===== config.mk =====
export PLATFORM = sky130hd
export DESIGN_NAME = frame_sync
export DESIGN_NICKNAME = d
export VERILOG_FILES = /design/src/rtl/frame_sync_pkg.sv /design/src/rtl/frame_sync_match.sv /design/src/rtl/frame_sync.sv
export SDC_FILE = /design/constraint.sdc
export NUM_CORES = 1
export LEC_CHECK = 0
export ABC_AREA = 1
export BUFFER_PORTS_ARGS = -buffer_cell sky130_fd_sc_hd__buf_4
export CORE_ASPECT_RATIO = 1.2
export CORE_MARGIN = 2
export CORE_UTILIZATION = 39
export DETAILED_ROUTE_END_ITERATION = 7
export GPL_ROUTABILITY_DRIVEN = 0
export SYNTH_ARGS = -nofsm -noshare
export SYNTH_HDL_FRONTEND = slang
export SYNTH_HIERARCHICAL = 1
export SYNTH_SLANG_ARGS = --single-unit

===== constraint.sdc =====
create_clock -name clk -period 2.6 [get_ports clk]
set_clock_uncertainty 0.05 [all_clocks]
set_input_delay 0.13 -clock clk [delete_from_list [all_inputs] [get_ports clk]]
set_output_delay 0.13 -clock clk [all_outputs]
set_load 0.02 [all_outputs]

===== src/rtl/frame_sync_pkg.sv =====
// frame_sync_pkg: shared state type and default sync pattern for the frame synchroniser
package frame_sync_pkg;

    typedef enum logic [1:0] {HUNT, VERIFY, LOCK} fs_state_t;

    localparam logic [31:0] DEFAULT_SYNC_WORD = 32'h0000_F628;

endpackage


===== src/rtl/frame_sync_match.sv =====
// frame_sync_match: serial shift register, fill counter and sync-word comparator
module frame_sync_match
    import frame_sync_pkg::*;
#(
    parameter int unsigned SYNC_LEN  = 16,
    parameter logic [31:0] SYNC_WORD = DEFAULT_SYNC_WORD
) (
    input  logic clk,
    input  logic rst_,
    input  logic in,
    input  logic in_valid,
    output logic match
);
    localparam int unsigned FW = $clog2(SYNC_LEN);
    localparam logic [FW-1:0] FULL = FW'(SYNC_LEN - 1);

    logic [SYNC_LEN-2:0] shreg_q, shreg_d;
    logic [FW-1:0]       fill_q, fill_d;
    logic [SYNC_LEN-1:0] window;

    // the window includes the bit being offered now, so a hit is seen on the edge that accepts the last sync bit
    assign window  = {shreg_q, in};
    assign shreg_d = in_valid ? window[SYNC_LEN-2:0] : shreg_q;
    assign fill_d  = (in_valid && fill_q != FULL) ? fill_q + 1'b1 : fill_q;
    assign match   = (fill_q == FULL) && (window == SYNC_WORD[SYNC_LEN-1:0]);

    // history and fill count; fill saturates and survives returns to HUNT
    always_ff @(posedge clk or posedge rst_) begin
        if (rst_) begin
            shreg_q <= '0;
            fill_q  <= '0;
        end else begin
            shreg_q <= shreg_d;
            fill_q  <= fill_d;
        end
    end

endmodule


===== src/rtl/frame_sync.sv =====
// frame_sync: hunts for the sync word, confirms and flywheels on it, forwards payload and pulses set at frame start
module frame_sync
    import frame_sync_pkg::*;
#(
    parameter int unsigned SYNC_LEN  = 16,
    parameter logic [31:0] SYNC_WORD = DEFAULT_SYNC_WORD,
    parameter int unsigned FRAME_LEN = 256,
    parameter int unsigned CONFIRM   = 2,
    parameter int unsigned MISS_MAX  = 3
) (
    input  logic clk,
    input  logic rst_,
    input  logic in,
    input  logic in_valid,
    output logic out,
    output logic out_valid,
    output logic set,
    output logic locked
);
    localparam int unsigned P  = SYNC_LEN + FRAME_LEN;
    localparam int unsigned CW = $clog2(P);
    localparam int unsigned HW = $clog2(CONFIRM + 1);
    localparam int unsigned MW = $clog2(MISS_MAX + 1);
    localparam logic [CW-1:0] LAST     = CW'(P - 1);
    localparam logic [CW-1:0] SYNC_BEG = CW'(FRAME_LEN);

    fs_state_t     state_q, state_d;
    logic [CW-1:0] cnt_q, cnt_d, cnt_inc;
    logic [HW-1:0] hits_q, hits_d;
    logic [MW-1:0] misses_q, misses_d;
    logic          out_q, out_d;
    logic          out_valid_q, out_valid_d;
    logic          set_q, set_d;
    logic          locked_q, locked_d;
    logic          match;
    logic          at_end;

    frame_sync_match #(
        .SYNC_LEN  (SYNC_LEN),
        .SYNC_WORD (SYNC_WORD)
    ) u_match (
        .clk      (clk),
        .rst_     (rst_),
        .in       (in),
        .in_valid (in_valid),
        .match    (match)
    );

    assign cnt_inc = (cnt_q == LAST) ? '0 : cnt_q + 1'b1;
    assign at_end  = (cnt_q == LAST);

    // next state: sync is only judged at the period boundary once a candidate alignment exists
    always_comb begin
        state_d     = state_q;
        cnt_d       = cnt_q;
        hits_d      = hits_q;
        misses_d    = misses_q;
        out_d       = out_q;
        out_valid_d = 1'b0;
        set_d       = 1'b0;
        if (in_valid) begin
            case (state_q)
                HUNT: begin
                    if (match) begin
                        cnt_d  = '0;
                        hits_d = HW'(1);
                        if (CONFIRM == 1) begin
                            state_d  = LOCK;
                            set_d    = 1'b1;
                            misses_d = '0;
                        end else begin
                            state_d = VERIFY;
                        end
                    end
                end
                VERIFY: begin
                    cnt_d = cnt_inc;
                    if (at_end) begin
                        if (match) begin
                            hits_d = hits_q + HW'(1);
                            if (hits_d == HW'(CONFIRM)) begin
                                state_d  = LOCK;
                                set_d    = 1'b1;
                                misses_d = '0;
                            end
                        end else begin
                            state_d = HUNT;
                            hits_d  = '0;
                        end
                    end
                end
                LOCK: begin
                    cnt_d = cnt_inc;
                    if (cnt_q < SYNC_BEG) begin
                        out_d       = in;
                        out_valid_d = 1'b1;
                    end
                    if (at_end) begin
                        if (match) begin
                            misses_d = '0;
                            set_d    = 1'b1;
                        end else begin
                            misses_d = misses_q + MW'(1);
                            state_d  = (misses_d == MW'(MISS_MAX)) ? HUNT : LOCK;
                            set_d    = (misses_d != MW'(MISS_MAX));
                        end
                    end
                end
                default: state_d = HUNT;
            endcase
        end
        locked_d = (state_d == LOCK);
    end

    // state, counters and registered outputs
    always_ff @(posedge clk or posedge rst_) begin
        if (rst_) begin
            state_q     <= HUNT;
            cnt_q       <= '0;
            hits_q      <= '0;
            misses_q    <= '0;
            out_q       <= 1'b0;
            out_valid_q <= 1'b0;
            set_q       <= 1'b0;
            locked_q    <= 1'b0;
        end else begin
            state_q     <= state_d;
            cnt_q       <= cnt_d;
            hits_q      <= hits_d;
            misses_q    <= misses_d;
            out_q       <= out_d;
            out_valid_q <= out_valid_d;
            set_q       <= set_d;
            locked_q    <= locked_d;
        end
    end

    assign out       = out_q;
    assign out_valid = out_valid_q;
    assign set       = set_q;
    assign locked    = locked_q;

endmodule


==> metrics.cfg, run 1 <==
[outcome]
status=completed

[synth]
synth_compound_area_frac=0.110
ys_seq_area_frac=0.477
synth.top_cell.area_share=0.477
synth_edf_count=0
synth_async_sr_flop_share=1.00
synth_top_area_cell=dfrtp_1
yosys.area_share.simple=0.266
synth_mux_area_frac=0.00565
synth_common_cells=73 x nand2_1, 38 x dfrtp_1, 30 x inv_1, 14 x o21ai_1, 12 x nor2_1
syn-num-nets=255
synth_cell_type_count=31
ys_ff_latch=38
synth.most_common_cell=nand2_1
synth-adder-area-share=0.0502
synthCells=243
yosys.area_share.xor_xnor=0.00878
syn_area_mm2=0.00199
yosys-top-cells-area=dfrtp_1 48%, nand2_1 14%, inv_1 5.6%, ha_1 5.0%, o21ai_1 3.5%
synth_flop_cell=dfrtp_1
synth_warnings=6
synth_top_family_by_area=simple AND/OR/NAND/NOR gates
synth.avg_cell_area_um2=8.21

[timing]
fmax_mhz=469
worstMarginPinSlew_ns=0.746
finalMaxSlewViolations=0
maxSlewHeadroom=0.502
period_share=0.820
setup_viol=0
final-hold-violation-count=0
rsz0062_at_grt=no
tns_ns=0
period_needed_ns=2.13

[worst_setup_path]
cp_data_arrival_time_ns=2.26
timing.rr.end=cnt_q[5]$_DFFE_PP0P_
slowest_stage=dfrtp_1
crit_type=flop to flop
reg2reg_depth=12
cp-end-kind=flop
timing.rr.start=u_match/fill_q[0]$_DFFE_PP0P_
path_max_fanout=14
worst_ep_required_time_ns=2.72
cp_cell_sequence=ha_1 > nand3_1 > inv_1 > nand3_1 > nor2_1 > inv_2 > nand2_4 > nand2_4 > inv_4 > nand4_1 > o21ai_1 > a21oi_1
max_stage_delay_ns=0.40
r2r_setup_slack_ns=0.47
worst_setup_path_start_kind=flop

[clock_tree]
numCtsBuffers=5
htree_levels=2
cts_setup_buffers=0
clock_path_buffers=2
clock-sinks=38
path_clk_slew_ns=0.07
clock_latency_ns=0.29
clockRootBuffer=clkbuf_8
cts_tree=built

[global_route]
grt_pass1_wl_mm=6.47
antenna_found_initial=0
grt_use_met3=0.0413
grtUsageTotal=0.140
grt.busiest_layer=met2
grt_overflow=0
grt_max_degree=27
grt_pass1_vias=1547
use_met1=0.153
use_met2=0.259

[routing]
viasPerCell=4.88
drt_first_pass_iters=4
drt-initial-drc-count=66
antenna_left=0
detail_route.wl_per_cell_um=11.4
vias=1531
totalWireLength_mm=3.58
drcViolationCount=0

[min_path]
worstHoldEndpoint=u_match/shreg_q[0]$_DFFE_PP0P_
hold_path_startpoint=in
worstHoldPathType=input port to flop
hold_depth=3

[die]
die_x_um=69.3
fp-row-count=28
coreArea_mm2=0.00494
io_pins=8
start_util=0.404
die_y_um=82.3
die_area_mm2=0.00570

[pwr]
vdd_drop_max_mv=0.297
cellLeakagePower_uw=0.00105
p_per_area_mw_per_mm2=742

[layout]
nets=267
drive_above_1_share=0.130
syn2layout_area_growth_pct=9.72
antenna_cells=0
final_cells=314
final_area_mm2=0.00219

[place]
io_buffers=7
dp.cells=307
dpl.hpwl_mm=2.67
place_area_mm2=0.00210

[run]
cap_violations=0

## repair_timing
| item | in CTS | in global routing |
|---|---|---|
| hold buffers | 1 | 0 |
| hold endpoints to repair | 38 | 0 |
| setup endpoints to repair | 0 | 0 |
| resized for setup | 0 | 0 |
## cell type report
type	count	area [um2]
Inverter	36	138
Fill cell	470	2750
Clock buffer	6	82.6
Sequential cell	38	951
Tap cell	60	75.1
Multi-Input combinational cell	166	880
Timing Repair Buffer	8	62.6
## cells by family (layout without fill, tap and decap cells)
kind of cell,after synthesis,in the layout
AOI/OAI and AO/OA,40,40
adders and majority gates,8,8
buffers and inverters,39,50
xor gates and xnor gates,2,2
DFF,38,38
muxes,1,1
and+or+nand+nor,115,115
## metrics by stage
stage | setup WS (ns) | hold WS (ns) | utilization | power [uW]
4_1_cts | 0.459 | 0.0316 | 0.443 | 1650
2_1_floorplan | 0.752 | 0.0311 | - | 1150
3_3_place_gp | 0.566 | 0.258 | 0.424 | 1230
3_5_place_dp | 0.469 | 0.253 | 0.424 | 1250
6_report | 0.469 | 0.0434 | 0.443 | 1620
5_1_grt | 0.216 | 0.0340 | 0.443 | 1760
## state kept, by name, summed over array words and instances, names as in the netlist
signal and cells:
cnt_q 9, hits_q 2, locked 1, misses_q 2, out 1, out_valid 1
set 1, state_q 2, u_match/fill_q 4, u_match/shreg_q 15
## layout by cell type (no fill, tap or decap), types with 2 or more instances in the layout
| cell | netlist | final |
|---|---|---|
| a21oi_1 | 10 | 10 |
| nand4_1 | 4 | 4 |
| nand2_1 | 73 | 73 |
| clkbuf_8 | 0 | 6 |
| dfrtp_1 | 38 | 38 |
| inv_2 | 5 | 5 |
| o21ai_1 | 14 | 14 |
| inv_1 | 30 | 30 |
| nor2_1 | 12 | 12 |
| nor2_2 | 2 | 2 |
| nand2_4 | 3 | 3 |
| buf_4 | 2 | 7 |
| nor2_4 | 2 | 2 |
| nand3_1 | 11 | 11 |
| nor3_2 | 2 | 2 |
| nor3_1 | 2 | 2 |
| o21ai_0 | 11 | 11 |
| ha_1 | 8 | 8 |
## critical path, delay by kind of cell (launching register included)
kind            cells  cell delay [ns]
fa+ha+maj           1             0.21
flops               1             0.40
buf+inv             3             0.35
compound gates      2             0.19
simple gates        6             0.82
## layer usage
layer,share of wire,up-vias,wire [um]
met3,0.030,7,108
met5,0,-,0
li1,-,796,-
met2,0.50,19,1780
met1,0.46,709,1640
met4,0.016,0,56
## how the worst max path moves through the flow
stage	from	to	slack [ns]
after global routing	u_match/fill_q[0]$_DFFE_PP0P_	cnt_q[3]$_DFFE_PP0P_	0.22
final	u_match/fill_q[0]$_DFFE_PP0P_	cnt_q[5]$_DFFE_PP0P_	0.47
after CTS	u_match/fill_q[0]$_DFFE_PP0P_	cnt_q[5]$_DFFE_PP0P_	0.46
after detailed placement	u_match/fill_q[0]$_DFFE_PP0P_	cnt_q[5]$_DFFE_PP0P_	0.47
after global placement	u_match/fill_q[0]$_DFFE_PP0P_	cnt_q[5]$_DFFE_PP0P_	0.57
after floorplan	u_match/fill_q[0]$_DFFE_PP0P_	misses_q[0]$_DFFE_PP0P_	0.75
## report_power, final
group | switching, uW | internal [uW]
sequential | 109 | 726
combinational | 239 | 156
clock | 190 | 204
total | 538 | 1090
Power figures use the tool's default switching activity.
==> run 2: changes to the inputs <==
==> constraint.sdc (replaced) <==
create_clock -name clk -period 2 [get_ports clk]
set_clock_uncertainty 0.05 [all_clocks]
set_input_delay 0.1 -clock clk [delete_from_list [all_inputs] [get_ports clk]]
set_output_delay 0.1 -clock clk [all_outputs]
set_load 0.02 [all_outputs]
==> metrics.cfg, run 2 (synthesized netlist as in run 1, its figures left out) <==
[clock_tree]
clock_latency_ns=0.29
clock-sinks=38
numCtsBuffers=5
path_clk_slew_ns=0.08
clock_path_buffers=2
htree_levels=2
cts_tree=built
clockRootBuffer=clkbuf_8

[worst_setup_path]
crit_type=flop to flop
timing.rr.start=u_match/fill_q[1]$_DFFE_PP0P_
crit_path_start=u_match/fill_q[1]$_DFFE_PP0P_
r2r_setup_slack_ns=0.13
cp_num_buf_inv=3
reg2reg_depth=12
worst_ep_required_time_ns=2.13
worst_setup_path_start_kind=flop
cp_data_arrival_time_ns=2.00
max_stage_delay_ns=0.42
slowest_stage=dfrtp_1
crit_family=simple AND/OR/NAND/NOR gates
path_max_fanout=14
cp-end-kind=flop
timing.rr.end=cnt_q[5]$_DFFE_PP0P_
cp_cell_sequence=ha_4 > nand3_2 > inv_1 > nand3_2 > nor2_4 > inv_2 > nand2_4 > nand2_4 > inv_8 > nand4_1 > o21ai_1 > a21oi_1

[routing]
drt-initial-drc-count=113
detail_route.wl_per_cell_um=11.6
drcViolationCount=0
totalWireLength_mm=3.73
antenna_left=0
viasPerCell=4.86
vias=1559
drt_first_pass_iters=4

[die]
die_x_um=69.3
fp-row-count=28
die_area_mm2=0.00570
die_y_um=82.3
io_pins=8
coreArea_mm2=0.00494
start_util=0.404

[timing]
tns_ns=0
final-hold-violation-count=0
period_needed_ns=1.87
worstMarginPinSlew_ns=0.743
rsz0062_at_grt=no
setup_viol=0
maxSlewHeadroom=0.504
fmax_mhz=534
finalMaxSlewViolations=0
setup_ws_ns=0.129
period_share=0.936

[place]
dpl.hpwl_mm=2.66
pre_cts_slack_ns=-0.0269
io_buffers=7

[layout]
largest_reg_flops=15
drive_above_1_share=0.176
antenna_cells=0
syn2layout_area_growth_pct=16.9
final_common_cell=nand2_1
reg.largest.list=u_match/shreg_q (15), cnt_q (9), u_match/fill_q (4)
regMostFlops=u_match/shreg_q
final_cell_mix=72 x nand2_1, 37 x dfrtp_1, 30 x inv_1, 14 x o21ai_1
nets=272
fillers=482

[pwr]
p_per_area_mw_per_mm2=1060
cellLeakagePower_uw=0.00110
vdd_drop_max_mv=0.394
pwr-share-comb=0.226
power.switching_uw=754
pwr-share-seq=0.447
switching_share=0.306
intPower_uw=1710
p_clk_frac=0.328
p_total_uw=2460

[min_path]
hold_depth=3
hold_path_startpoint=in_valid
worstHoldEndpoint=u_match/shreg_q[9]$_DFFE_PP0P_
worstHoldPathType=input port to flop

[global_route]
grt_pass1_vias=1539
grt_overflow=0
grt_max_degree=27
grt_pass1_wl_mm=6.60
grtUsageTotal=0.145
antenna_found_initial=0

[outcome]
status=completed

[run]
cap_violations=0

==> run 2: power groups by stage <==
stage	Clock [uW]	Combinational, uW	Sequential (uW)
after floorplan	0	428	1070
after global placement	0	509	1090
after detailed placement	0	518	1100
after CTS	831	521	1090
after global routing	859	656	1130
final	807	556	1100
==> run 2: metrics by stage <==
stage	util	hold WS [ns]	area, um2	cells
after floorplan	-	0.00113	1990	243
after global routing	0.472	0.126	2330	321
after CTS	0.461	0.111	2280	319
after detailed placement	0.427	0.229	2110	309
final	0.472	0.117	2330	321
after global placement	0.427	0.228	2110	309
==> run 2: how the worst max path moves through the flow <==
stage	to	slack (ns)	depth (start not counted)
after floorplan	misses_q[0]$_DFFE_PP0P_	0.15	10
after global placement	cnt_q[5]$_DFFE_PP0P_	0.04	12
after detailed placement	cnt_q[5]$_DFFE_PP0P_	-0.03	12
after CTS	cnt_q[5]$_DFFE_PP0P_	0.03	12
after global routing	cnt_q[5]$_DFFE_PP0P_	0.0003	12
final	cnt_q[5]$_DFFE_PP0P_	0.13	12
==> run 2: cell type report <==
cell class	count	area [um2]	area share
timing repair buffer	13	103	0.0440
inverter	36	143	0.0612
tap	60	75.1	0.0322
sequential	38	952	0.408
clock inverter	2	60.1	0.0258
multi-input combinational	166	917	0.393
clock buffer	6	82.6	0.0354
==> run 2: repair_timing <==
action / CTS / global route
hold buffers: 2 / 0
buffers inserted: 0 / 2
gates resized for setup: 1 / 10
pin swaps: 0 / 5
endpoints found under the setup margin: 3 / 11
endpoints found under the hold margin: 39 / 0
==> run 2: per-layer routing <==
metal  track usage  share of wire  up-vias
met5             0              0        -
li1              -              -      808
met4        0.0529          0.011        0
met3        0.0376          0.030        5
met2         0.260           0.51       16
met1         0.169           0.45      730
==> run 2: tightest hold or removal path, stage by stage <==
cell     delay (ns)
buf_4          0.20
nand2_1        0.08
nand2_1        0.04
==> run 3: changes to the inputs <==
--- a/config.mk
+++ b/config.mk
@@ -5,7 +5,6 @@
 export SDC_FILE = /design/constraint.sdc
 export NUM_CORES = 1
 export LEC_CHECK = 0
-export ABC_AREA = 1
 export BUFFER_PORTS_ARGS = -buffer_cell sky130_fd_sc_hd__buf_4
 export CORE_ASPECT_RATIO = 1.2
 export CORE_MARGIN = 2
==> metrics.cfg, run 3 <==
[pwr]
p_per_area_mw_per_mm2=803
vdd_drop_max_mv=0.639
cellLeakagePower_uw=0.00107
p_total_uw=1930

[timing]
fmax_mhz=466
rsz0062_at_grt=yes
finalMaxSlewViolations=0
fin_hold_ws_ns=0.0265
final-hold-violation-count=0
maxSlewHeadroom=0.496
period_needed_ns=2.15
period_share=1.07
worstMarginPinSlew_ns=0.755
setup_viol=12
setup_ws_ns=-0.145

[place]
dp.cells=257
pre_cts_slack_ns=-0.142
dpl.hpwl_mm=2.88
io_buffers=7

[worst_setup_path]
max_stage_delay_ns=0.55
crit_type=flop to flop
path_max_fanout=5
worst_setup_path_start_kind=flop
crit_path_start=u_match/shreg_q[7]$_DFFE_PP0P_
slowest_stage=or4b_4
cp_cell_sequence=or4b_4 > nor4_4 > nand2b_4 > nand4_1 > or4_1 > nand3_1
cp_data_arrival_time_ns=2.32
timing.rr.start=u_match/shreg_q[7]$_DFFE_PP0P_
cp-end-kind=flop
worst_ep_required_time_ns=2.17

[routing]
detail_route.wl_per_cell_um=14.8
antenna_left=0
drcViolationCount=0
totalWireLength_mm=3.99
viasPerCell=5.37
drt_first_pass_iters=4
highest_layer=met4
wl_met3_um=94
wl_met1_mm=1.66
wl_met2_mm=2.20
drt-initial-drc-count=66
vias=1449

[synth]
synth.avg_cell_area_um2=11.1
synth-adder-area-share=0.0523
synth.most_common_cell=dfrtp_1
synth_top_family_by_area=simple AND/OR/NAND/NOR gates
synthCells=173
syn_area_mm2=0.00191
synth_top_area_cell=dfrtp_1
yosys.area_share.xor_xnor=0.0137
synth_cell_type_count=41
synth_mux_area_frac=0.117
ys_seq_area_frac=0.497
synth_common_cells=38 x dfrtp_1, 14 x mux2_2, 12 x inv_1, 10 x a21oi_1, 10 x nand2_1
synth_async_sr_flop_share=1.00
synth_flop_cell=dfrtp_1
synth_warnings=6
yosys.area_share.simple=0.182
syn-num-nets=185
yosys-top-cells-area=dfrtp_1 50%, mux2_2 8.2%, ha_1 5.2%, mux2_1 2.9%, a21oi_1 2.6%
ys_ff_latch=38
synth.top_cell.area_share=0.497
synth_compound_area_frac=0.104
synth_edf_count=0

[outcome]
status=finished, violations left
violations=negative setup slack

[layout]
syn2layout_area_growth_pct=25.4
final_cells=270
final_cell_mix=38 x dfrtp_1, 33 x buf_4, 14 x mux2_2, 12 x inv_1
final_common_cell=dfrtp_1
drive_above_1_share=0.349
regMostFlops=u_match/shreg_q
nets=224
largest_reg_flops=15
fillers=401
antenna_cells=0
reg.largest.list=u_match/shreg_q (15), cnt_q (9), u_match/fill_q (4)

[global_route]
grt_overflow=0
antenna_found_initial=0
grtUsageTotal=0.162
grt_pass1_vias=1533
grt_pass1_wl_mm=6.73
grt_max_degree=24

[die]
fp-row-count=27
io_pins=8
start_util=0.410
coreArea_mm2=0.00466
die_area_mm2=0.00548
die_y_um=80.7
die_x_um=67.9

[clock_tree]
htree_levels=2
cts_tree=built
clock_latency_ns=0.29
clock_path_buffers=2
clockRootBuffer=clkbuf_8
numCtsBuffers=5
path_clk_slew_ns=0.07
clock-sinks=38

[min_path]
hold_path_startpoint=in
worstHoldPathType=input port to flop

[run]
cap_violations=0

## run 3: cell count changes in the layout (fill, tap and decap cells not counted), sizes merged, moves of 3 or more
| cell | delta |
|---|---|
| nand2b | +4 |
| nor2 | -8 |
| inv | -24 |
| mux2 | +18 |
| or3 | +3 |
| nand2 | -67 |
| nor4 | +3 |
| nand3 | -6 |
| nor2b | +5 |
| buf | +23 |
| o21ai | -16 |
## run 3: kinds of logic (layout without fill, tap and decap cells)
kind of cell,Yosys count,after routing
flip-flops,38,38
adder cells (fa/ha/maj),8,8
buffers and inverters,15,54
multiplexers,20,20
AND/OR/NAND/NOR,59,59
AO/OA/AOI/OAI,30,30
XOR/XNOR,3,3
## run 3: layout make-up
cell class,instances,area (um2),area share
inverter,12,45.0,0.0188
multi-input combinational,120,988,0.412
timing repair buffer,35,263,0.110
clock inverter,2,10.0,0.00417
tap,58,72.6,0.0303
sequential,38,951,0.396
clock buffer,5,68.8,0.0287
## run 3: report_power, final
group / internal, uW / leakage, uW / switching [uW]
Sequential: 928 / 0.000476 / 114
Clock: 234 / 0.0000438 / 260
Combinational: 228 / 0.000555 / 161
## run 3: final timing paths
kind                                                  endpoint  slack, ns  cells after the start
worst max-delay path                      cnt_q[7]$_DFFE_PP0P_      -0.15                      6
min in group asynchronous       u_match/shreg_q[4]$_DFFE_PP0P_       0.45                      3
worst min register to register           hits_q[1]$_DFFE_PP0P_       0.46                      2
max in group asynchronous                 state_q[1]$_DFF_PP0_       0.95                      3
worst max register to register            cnt_q[7]$_DFFE_PP0P_      -0.15                      6
worst min-delay path            u_match/shreg_q[0]$_DFFE_PP0P_       0.03                      2
## run 3: timing repair
action                                  CTS  global route
resized for setup                        15             7
endpoints found under the setup margin   14            17
gates cloned                              1             0
buffers inserted                          3             1
hold endpoints to repair                 38             0
pin swaps                                 8             2
hold buffers                              1             0
## run 3: through the flow
step           TNS (ns)  utilization  cell area, um2
4_1_cts          -0.817        0.508            2370
6_report         -0.734        0.514            2400
3_5_place_dp      -1.05        0.470            2190
2_1_floorplan   -0.0227            -            1920
3_3_place_gp     -0.518        0.470            2190
5_1_grt           -2.67        0.514            2400
## run 3: worst max-delay path, delay by kind of cell (launching register included)
kind          cells  cell delay [ns]
simple gates      6             1.66
flops             1             0.38
## run 3: per-layer routing
metal  vias to the layer above  global-route usage
met1                       722               0.182
met4                         0              0.0360
met3                         6              0.0462
met2                        15               0.297
li1                        706                   -
met5                         -                   0
